<file path="src/rtl/uart_tx_fifo_pkg.sv">
// Shared UART constants and helpers for the TX FIFO slice.
// Status feature of uart_tx_fifo is enabled by defining UART_TX_FIFO_STATUS_EN.
package uart_tx_fifo_pkg;

  localparam int unsigned UART_DATA_W      = 8;
  localparam int unsigned UART_FIFO_ADDR_W = 4;

  // Receiver oversampling and stop-bit tick counts (1 and 2 stop bits).
  localparam int unsigned UART_OVERSAMPLE   = 16;
  localparam int unsigned UART_STOP_TICKS_1 = 16;
  localparam int unsigned UART_STOP_TICKS_2 = 32;

  typedef enum logic [1:0] {
    ParityNone = 2'd0,
    ParityOdd  = 2'd1,
    ParityEven = 2'd2
  } uart_parity_e;

  function automatic int unsigned fifo_depth(input int unsigned addr_w);
    return 32'd1 << addr_w;
  endfunction

endpackage

</file>
<file path="src/rtl/uart_fifo_ctrl.sv">
// Pointer, full/empty and optional status bookkeeping for the UART TX FIFO.
// Status counter/flags are built only when UART_TX_FIFO_STATUS_EN is defined.
module uart_fifo_ctrl
  import uart_tx_fifo_pkg::*;
#(
  parameter int unsigned ADDR_W = UART_FIFO_ADDR_W
) (
  input  logic              i_clk,
  input  logic              i_reset_n,
  input  logic              i_wr,
  input  logic              i_rd,
  output logic [ADDR_W-1:0] o_w_addr,
  output logic [ADDR_W-1:0] o_r_addr,
  output logic              o_wr_accept,
  output logic              o_empty,
  output logic              o_full,
  output logic [ADDR_W:0]   o_level,
  output logic              o_ovf,
  output logic              o_udf
);

  logic [ADDR_W-1:0] r_w_ptr;
  logic [ADDR_W-1:0] r_r_ptr;
  logic              r_empty;
  logic              r_full;

  logic [ADDR_W-1:0] w_w_ptr_inc;
  logic [ADDR_W-1:0] w_r_ptr_inc;
  logic              w_wr_acc;
  logic              w_rd_acc;

  // A pop in the same cycle frees a slot, so a write while full is still taken.
  assign w_wr_acc    = i_wr & (~r_full | i_rd);
  assign w_rd_acc    = i_rd & ~r_empty;
  assign w_w_ptr_inc = r_w_ptr + ADDR_W'(1);
  assign w_r_ptr_inc = r_r_ptr + ADDR_W'(1);

  always_ff @(posedge i_clk or negedge i_reset_n) begin
    if (!i_reset_n) begin
      r_w_ptr <= '0;
      r_r_ptr <= '0;
      r_empty <= 1'b1;
      r_full  <= 1'b0;
    end else begin
      if (w_wr_acc) r_w_ptr <= w_w_ptr_inc;
      if (w_rd_acc) r_r_ptr <= w_r_ptr_inc;
      case ({w_wr_acc, w_rd_acc})
        2'b10: begin
          r_empty <= 1'b0;
          r_full  <= (w_w_ptr_inc == r_r_ptr);
        end
        2'b01: begin
          r_full  <= 1'b0;
          r_empty <= (w_r_ptr_inc == r_w_ptr);
        end
        default: begin
        end
      endcase
    end
  end

  assign o_w_addr    = r_w_ptr;
  assign o_r_addr    = r_r_ptr;
  assign o_wr_accept = w_wr_acc;
  assign o_empty     = r_empty;
  assign o_full      = r_full;

`ifdef UART_TX_FIFO_STATUS_EN
  logic [ADDR_W:0] r_level;
  logic            r_ovf;
  logic            r_udf;

  always_ff @(posedge i_clk or negedge i_reset_n) begin
    if (!i_reset_n) begin
      r_level <= '0;
      r_ovf   <= 1'b0;
      r_udf   <= 1'b0;
    end else begin
      case ({w_wr_acc, w_rd_acc})
        2'b10:   r_level <= r_level + (ADDR_W + 1)'(1);
        2'b01:   r_level <= r_level - (ADDR_W + 1)'(1);
        default: r_level <= r_level;
      endcase
      if (i_wr && !w_wr_acc) r_ovf <= 1'b1;
      if (i_rd && !w_rd_acc) r_udf <= 1'b1;
    end
  end

  assign o_level = r_level;
  assign o_ovf   = r_ovf;
  assign o_udf   = r_udf;
`else
  assign o_level = '0;
  assign o_ovf   = 1'b0;
  assign o_udf   = 1'b0;
`endif

endmodule

</file>
<file path="src/rtl/uart_tx_fifo.sv">
// First-word-fall-through buffer feeding the UART transmitter; pop on tx_done_tick.
// Optional level/ovf/udf status is enabled by defining UART_TX_FIFO_STATUS_EN.
module uart_tx_fifo
  import uart_tx_fifo_pkg::*;
#(
  parameter int unsigned DATA_W = UART_DATA_W,
  parameter int unsigned ADDR_W = UART_FIFO_ADDR_W
) (
  input  logic              clk,
  input  logic              reset_n,
  input  logic              wr,
  input  logic [DATA_W-1:0] w_data,
  input  logic              rd,
  output logic [DATA_W-1:0] r_data,
  output logic              empty,
  output logic              full,
  output logic [ADDR_W:0]   level,
  output logic              ovf,
  output logic              udf
);

  localparam int unsigned DEPTH = fifo_depth(ADDR_W);

  logic [DATA_W-1:0] r_mem [DEPTH];
  logic [ADDR_W-1:0] w_w_addr;
  logic [ADDR_W-1:0] w_r_addr;
  logic              w_wr_accept;

  uart_fifo_ctrl #(
    .ADDR_W (ADDR_W)
  ) u_ctrl (
    .i_clk       (clk),
    .i_reset_n   (reset_n),
    .i_wr        (wr),
    .i_rd        (rd),
    .o_w_addr    (w_w_addr),
    .o_r_addr    (w_r_addr),
    .o_wr_accept (w_wr_accept),
    .o_empty     (empty),
    .o_full      (full),
    .o_level     (level),
    .o_ovf       (ovf),
    .o_udf       (udf)
  );

  // Storage is cleared on reset so r_data reads 0 immediately.
  always_ff @(posedge clk or negedge reset_n) begin
    if (!reset_n) begin
      for (int i = 0; i < int'(DEPTH); i++) begin
        r_mem[i] <= '0;
      end
    end else if (w_wr_accept) begin
      r_mem[w_w_addr] <= w_data;
    end
  end

  assign r_data = r_mem[w_r_addr];

endmodule

</file>
<file path="config.mk">
export PLATFORM = sky130hd
export DESIGN_NAME = uart_tx_fifo
export DESIGN_NICKNAME = d
export VERILOG_FILES = /design/src/rtl/uart_tx_fifo_pkg.sv /design/src/rtl/uart_fifo_ctrl.sv /design/src/rtl/uart_tx_fifo.sv
export SDC_FILE = /design/constraint.sdc
export NUM_CORES = 1
export LEC_CHECK = 0
export ABC_AREA = 1
export BUFFER_PORTS_ARGS = -buffer_cell sky130_fd_sc_hd__buf_4
export CORE_MARGIN = 2
export CORE_UTILIZATION = 45
export CTS_BUF_LIST = sky130_fd_sc_hd__clkbuf_4
export DETAILED_ROUTE_END_ITERATION = 16
export SETUP_SLACK_MARGIN = 0.05
export SYNTH_ARGS = -nofsm -noshare
export SYNTH_HDL_FRONTEND = slang
export SYNTH_SLANG_ARGS = --single-unit
</file>
<file path="constraint.sdc">
create_clock -name clk -period 1.7 [get_ports clk]
set_input_delay 0.255 -clock clk [delete_from_list [all_inputs] [get_ports clk]]
set_output_delay 0.255 -clock clk [all_outputs]
set_load 0.05 [all_outputs]
</file>
==> impl_metrics.ini, run 1 <==
[final_layout]
syn2layout_area_growth_pct = 16.63
n_fill_cell = 1443
utilization_pct = 53.84
fin_nets = 934
drive_above_1_share_pct = 18.86

[floorplan]
dieArea_um2 = 16670
row_count = 45
dieWidth_um = 129.1
core-area_um2 = 15260
io_pins = 29
initial_core_util_pct = 46.17
fp.dieH_um = 129.1

[detailed_routing]
first_pass_iters = 6
wl_met1_um = 9091
wl_met2_um = 9129
via_per_inst = 5.215
drc = 0
wl_per_cell_um = 17.23
wl_um = 19640
vias = 5945
met3_length_um = 980
routed.top_layer = met4
ant_nets = 0
drt_iter0_drc = 523

[timing]
period_share_pct = 138.2
final_hold_viol_count = 0
final.min_clock_period_ns = 2.349
finalSetupViolations = 8
worst_hold_slack_ns = 0.04423
setup_ws_ns = -0.6487
finalSetupTns_ns = -5.025
drv_slew = 0
max_freq_mhz = 425.8
worst_clock_skew_ns = 0.01358
grt_setup_unrepaired = true
worst_slew_pin_slew_ns = 0.5554
max_slew_margin_pct = 62.93

[critical_path]
cp.required_ns = 1.44
worstSetupPathType = register to output port
cp_common_cell = nand3_1
crit_path_end_kind = output port
startpoint_type = register
r2r_slack_ns = 0.13
r2r-end = u_ctrl.o_empty
cp_cell_sequence = buf_12, or2_2, nand3_1, nand3_1, nand3_1, nand2_2, buf_6
crit_buf_inv = 2
path_depth = 7
r2r-start = u_ctrl.o_r_addr[0]
cp_data_arrival_time_ns = 2.09
cpPeakStageDelay_ns = 0.52
cp_top_family = simple AND/OR/NAND/NOR gates
crit_fanout = 22
r2r_cells = 8
critPathLaunch = u_ctrl.o_r_addr[0]
slowest_stage = dfrtp_2

[logic_synthesis]
synth_seq_cells = 138
yosys_warnings = 0
netlist_instances = 883
synth_cell_type_count = 28
yosysSeqAreaShare_pct = 49.04
synth_largest_area_cell = dfrtp_1
syn_area_um2 = 7044
synth_top_area_share_pct = 48.67
postSynthAreaPerCell_um2 = 7.978
synthTopCellsByArea = dfrtp_1, nand2_1, o21ai_1

[min_path]
min_from = wr
hp-class = input pin to register
whs_path_depth = 3
min_to = u_ctrl.o_w_addr[0]

[clocking]
cts_sinks = 138
clk_latency_ns = 0.56
clk_path_buf_depth = 2
cts.clk_slew.worst_paths_ns = 0.12
numCtsBuffers = 17
htree_levels = 4
cts_tree = built
root_buffer = clkbuf_4

[global_route]
grt_use_total_pct = 24.65
grt_pass1_wl_um = 31100
antenna_found_initial = 1
grt-ovfl-total = 0
first_global_vias = 5663
grt_max_degree = 44

[placed_design]
io_buffers = 21
post-place-ws_ns = -0.08365
globalplace.congestion = 0.8697
dp_hpwl_um = 13080

[run_status]
violations = setup timing
outcome = finished with violations

[pwr]
p_leak_nw = 4.054
ir_worst_vdd_uv = 970.7
power_mw = 17.26
p_per_area_nw_per_um2 = 2101

[run]
max_cap_violations = 0
## kinds of logic (layout without fill, tap and decap cells)
group,Yosys count,count (layout),share of synthesized area (%)
adders and majority gates,6,6,1.066
buffers and inverters,149,188,9.663
AOI/OAI and AO/OA,142,142,10.37
other,1,8,0.05323
xor gates and xnor gates,3,3,0.3731
DFF,138,138,49.04
and+or+nand+nor,444,444,29.43
## routing by layer
metal / vias up / GRT usage (%)
met2: 172 / 38.82
li1: 2890 / -
met5: - / 0
met4: 0 / 8.184
met3: 31 / 4.955
met1: 2852 / 34.32
## cells in the final DEF, fill, tap and decap left out, types with 3 or more instances in the layout
cell type  instances
inv_1             82
buf_12            11
bufinv_16          4
or2_2             23
nand4_1            3
nand4_2            6
nand2_1          289
dfrtp_1          136
nand3_2           17
nand3_1           78
nor2_1             5
buf_8              6
buf_6              6
clkinv_1           5
nand4_4           10
o21ai_0           31
inv_6              3
ha_2               3
o211ai_1           8
nand2_2           10
o21ai_1          102
clkbuf_4          18
conb_1             7
buf_4             43
## where the power goes
group | internal, mW | switching [mW]
Sequential | 4.69 | 0.876
Combinational | 3.66 | 5.63
Clock | 1.17 | 1.23
## per-stage QoR
stage / area (um^2) / cells
after floorplan: 7087 / 889
after global placement: 7616 / 1103
after detailed placement: 7616 / 1103
after CTS: 8107 / 1137
after global routing: 8215 / 1140
final: 8215 / 1140
## sequential cells by signal (all words and copies together) (netlist names)
register and flops:
u_ctrl.o_empty 1, u_ctrl.o_w_addr 4, r_mem 128, u_ctrl.o_r_addr 4, u_ctrl.o_full 1
## repair_timing
| item | 4_1_cts | 5_1_grt |
|---|---|---|
| endpoints found under the hold margin | 137 | 0 |
| setup endpoints to repair | 25 | 88 |
| hold buffers | 1 | 0 |
| pin swaps | 3 | 4 |
| resized for setup | 27 | 19 |
| cloned | 1 | 1 |
| buffers inserted | 1 | 1 |
## layout make-up
class | count | area [um^2] | share of cell area (%)
diodes | 1 | 2.502 | 0.03046
clock buffers | 18 | 135.1 | 1.645
clock inverters | 13 | 175.2 | 2.132
inverters | 88 | 337.8 | 4.112
multi-input cells | 602 | 3082 | 37.51
flip-flops and latches | 138 | 3456 | 42.07
well taps | 211 | 264.0 | 3.214
repair buffers | 69 | 763.2 | 9.290
## worst max path at each step
stage,to,slack [ns]
finish,r_data[5],-0.65
global route,r_data[7],-0.74
CTS,r_data[5],-0.69
detailed placement,r_data[6],-0.08
global placement,r_data[6],-0.08
floorplan,r_data[2],0.05
## synthesized netlist by cell type
cell type	instances
a21oi_1	1
buf_1	9
buf_2	12
buf_4	9
buf_6	9
clkbuf_1	22
clkinv_1	2
conb_1	1
dfrtp_1	137
dfstp_2	1
ha_1	6
inv_1	83
inv_2	2
inv_6	1
nand2_1	298
nand2_2	1
nand2_4	1
nand3_1	95
nand4_1	3
nand4_2	8
nand4_4	8
nor2_1	6
o211ai_1	8
o21ai_0	31
o21ai_1	102
or2_2	24
xnor2_1	1
xor2_1	2
## worst min-delay path, cell delays in order
cell and delay (ns):
buf_4 0.12, nand2_4 0.12, xor2_1 0.08
No activity file was read; power rests on OpenSTA's default activity.
==> run 2: changes to the inputs <==
--- a/config.mk
+++ b/config.mk
@@ -5,13 +5,12 @@
 export SDC_FILE = /design/constraint.sdc
 export NUM_CORES = 1
 export LEC_CHECK = 0
-export ABC_AREA = 1
 export BUFFER_PORTS_ARGS = -buffer_cell sky130_fd_sc_hd__buf_4
 export CORE_MARGIN = 2
 export CORE_UTILIZATION = 45
 export CTS_BUF_LIST = sky130_fd_sc_hd__clkbuf_4
 export DETAILED_ROUTE_END_ITERATION = 16
-export SETUP_SLACK_MARGIN = 0.05
+export SETUP_SLACK_MARGIN = 0.3
 export SYNTH_ARGS = -nofsm -noshare
 export SYNTH_HDL_FRONTEND = slang
 export SYNTH_SLANG_ARGS = --single-unit
==> run 2 against run 1 <==
The flow still finishes with violations (setup timing). Sequential power up 4.5%. Global-route usage down 1.5 points. Design area up 8.6%. Register-to-register slack worse by 0.14 ns. Total power up 7.4%. Worst hold slack better by 0.035 ns. Count of clock-buffer cells in the layout down 1. Non-clock buffer count up 22. Combinational power up 15%. Sequential cell count unchanged. Fmax down 5.4%. Clock skew up 0.013 ns. Highest routed layer unchanged.
==> impl_metrics.ini, run 2 <==
[run_status]
outcome = finished with violations
violations = setup timing

[pwr]
p_per_area_nw_per_um2 = 2078
ir_worst_vdd_uv = 1276
p_leak_nw = 3.897
power_mw = 18.54

[critical_path]
crit_path_end_kind = output port
cp_top_family = multiplexers
cp.required_ns = 1.44
r2r_slack_ns = -0.01
crit_buf_inv = 2
startpoint_type = register
worstSetupPathType = register to output port
cpPeakStageDelay_ns = 0.53
cp_data_arrival_time_ns = 2.23
slowest_stage = mux4_2
r2r-end = u_ctrl.o_empty
r2r_cells = 6
crit_fanout = 16
cp_cell_sequence = buf_12, mux4_2, a22oi_2, nand2_4, buf_6
r2r-start = u_ctrl.o_r_addr[0]

[logic_synthesis]
synth_most_common_cell = dfrtp_1
synth_common_cells = dfrtp_1, mux2_2, mux4_2, nand2_1, a22oi_1
syn_area_um2 = 6598
netlist_instances = 427
synth-xor-area-share_pct = 1.991
synthSimpleGateAreaFrac_pct = 6.239
synthTopCellsByArea = dfrtp_1, mux2_2, mux4_2
postSynthAreaPerCell_um2 = 15.45
yosysSeqAreaShare_pct = 52.36
synth_seq_cells = 138
synthAdderAreaFrac_pct = 1.138
yosys_most_used_dff = dfrtp_1
synth_largest_area_cell = dfrtp_1
synth_top_area_share_pct = 51.96
synth_cell_type_count = 30
synthArstFlopShare_pct = 100.0
synth-edff-count = 0
synth_top_family_by_area = multiplexers
yosys_warnings = 0
synth_compound_area_share_pct = 2.124
synth_mux_area_share_pct = 32.94

[detailed_routing]
vias = 3915
drt_iter0_drc = 271
drc = 0
wl_per_cell_um = 24.14
via_per_inst = 5.545
ant_nets = 0
first_pass_iters = 6
wl_um = 17040

[final_layout]
fin_nets = 527
postLayoutCellArea_um2 = 8919
layout_common_cells = dfrtp_1, mux2_4, buf_4
largest_register_ff_count = 128
syn2layout_area_growth_pct = 35.18
layout_commonest_cell = dfrtp_1
layoutNonFillerInstCount = 706
drive_above_1_share_pct = 68.01
antennaDiodeCount = 0
top_register = r_mem
n_fill_cell = 1048

[timing]
finalSetupViolations = 9
setup_ws_ns = -0.7825
final_hold_viol_count = 0
grt_setup_unrepaired = true
period_share_pct = 146.0
drv_slew = 0
worst_slew_pin_slew_ns = 0.7622
worst_clock_skew_ns = 0.02627
max_slew_margin_pct = 49.13
max_freq_mhz = 402.8
final.min_clock_period_ns = 2.483

[floorplan]
initial_core_util_pct = 45.74
io_pins = 29
dieWidth_um = 125.1
core-area_um2 = 14420
dieArea_um2 = 15650
fp.dieH_um = 125.1
row_count = 44

[clocking]
cts_tree = built
cts.clk_slew.worst_paths_ns = 0.15
htree_levels = 4
clk_latency_ns = 0.56
cts_sinks = 138
numCtsBuffers = 17
root_buffer = clkbuf_4
clk_path_buf_depth = 2

[global_route]
antenna_found_initial = 0
grt-ovfl-total = 0
first_global_vias = 4270
grt_max_degree = 49
grt_use_total_pct = 23.18
grt_pass1_wl_um = 26850

[placed_design]
post-place-ws_ns = -0.4503
io_buffers = 21
placed_cell_area_um2 = 7790
post-place-cells = 649
globalplace.congestion = 0.7498
dp_hpwl_um = 10340

[min_path]
min_from = w_data[5]
whs_path_depth = 2
hp-class = input pin to register
min_to = r_mem[93]

[run]
max_cap_violations = 0
## run 2: changes by cell type after synthesis, sizes merged, moves of 9 or more
cell / before / now
nand2: 300 / 18
o21ai: 133 / 0
mux2: 0 / 129
nand3: 95 / 3
inv: 86 / 3
mux4: 0 / 32
or2: 24 / 0
buf: 39 / 21
a22oi: 0 / 16
nand4: 19 / 4
nor3: 0 / 12
clkbuf: 22 / 13
xnor2: 1 / 10
## run 2: layout make-up
class                      instances  area [um^2]  area share, %
tap                              184        230.2          2.581
multi-input combinational        258         3854          43.21
clock inverter                    15        126.4          1.417
clock buffer                      17        127.6          1.431
inverter                           3        16.27         0.1824
sequential                       138         3461          38.80
timing repair buffer              91         1104          12.37
## run 2: worst register-to-register path: stages, from the launching register on
cell	delay, ns
dfrtp_2	0.47
buf_12	0.17
buf_6	0.16
ha_4	0.24
xor2_1	0.16
nor4b_2	0.24
a32o_1	0.20
## run 2: metrics by stage
| step | hold WS [ns] | setup TNS, ns | util (%) |
|---|---|---|---|
| 3_5_place_dp | 0.2327 | -4.497 | 54.01 |
| 6_report | 0.07945 | -6.084 | 61.83 |
| 4_1_cts | 0.04002 | -6.654 | 60.83 |
| 2_1_floorplan | -0.04059 | -3.617 | - |
| 3_3_place_gp | 0.2312 | -4.099 | 54.01 |
| 5_1_grt | 0.01818 | -7.265 | 61.83 |
## run 2: how the worst max path moves through the flow
stage                       startpoint   endpoint  slack [ns]  depth (start not counted)
floorplan           u_ctrl.o_r_addr[0]  r_data[0]       -0.07                          5
global placement    u_ctrl.o_r_addr[2]  r_data[2]       -0.46                          4
detailed placement  u_ctrl.o_r_addr[2]  r_data[2]       -0.45                          4
CTS                 u_ctrl.o_r_addr[0]  r_data[3]       -0.85                          5
global route        u_ctrl.o_r_addr[0]  r_data[7]       -0.92                          5
finish              u_ctrl.o_r_addr[0]  r_data[3]       -0.78                          5
## run 2: what timing repair did
action,CTS,global route
endpoints found under the setup margin,141,141
hold buffers,1,0
pin swaps,23,10
endpoints found under the hold margin,77,0
gates resized for setup,142,8
gates cloned,1,0
buffers inserted,13,10
## run 2: cells by family after synthesis
family                     Yosys count
and+or+nand+nor                     51
DFF                                138
buffers and inverters               37
other                                1
AOI/OAI and AO/OA                   18
adders and majority gates            6
muxes                              161
xor gates and xnor gates            15
## run 2: power breakdown
| group | switching [mW] | internal, mW | total, mW |
|---|---|---|---|
| Clock | 1.28 | 0.719 | 2.00 |
| Sequential | 0.954 | 4.87 | 5.82 |
| Combinational | 4.72 | 5.99 | 10.7 |
## run 2: layer usage
metal / vias up / wire [um] / GRT usage, %
met2: 85 / 8090 / 34.94
li1: 1722 / - / -
met1: 2093 / 8096 / 34.47
met5: - / 0 / 0
met4: 0 / 208 / 5.686
met3: 15 / 649 / 5.220
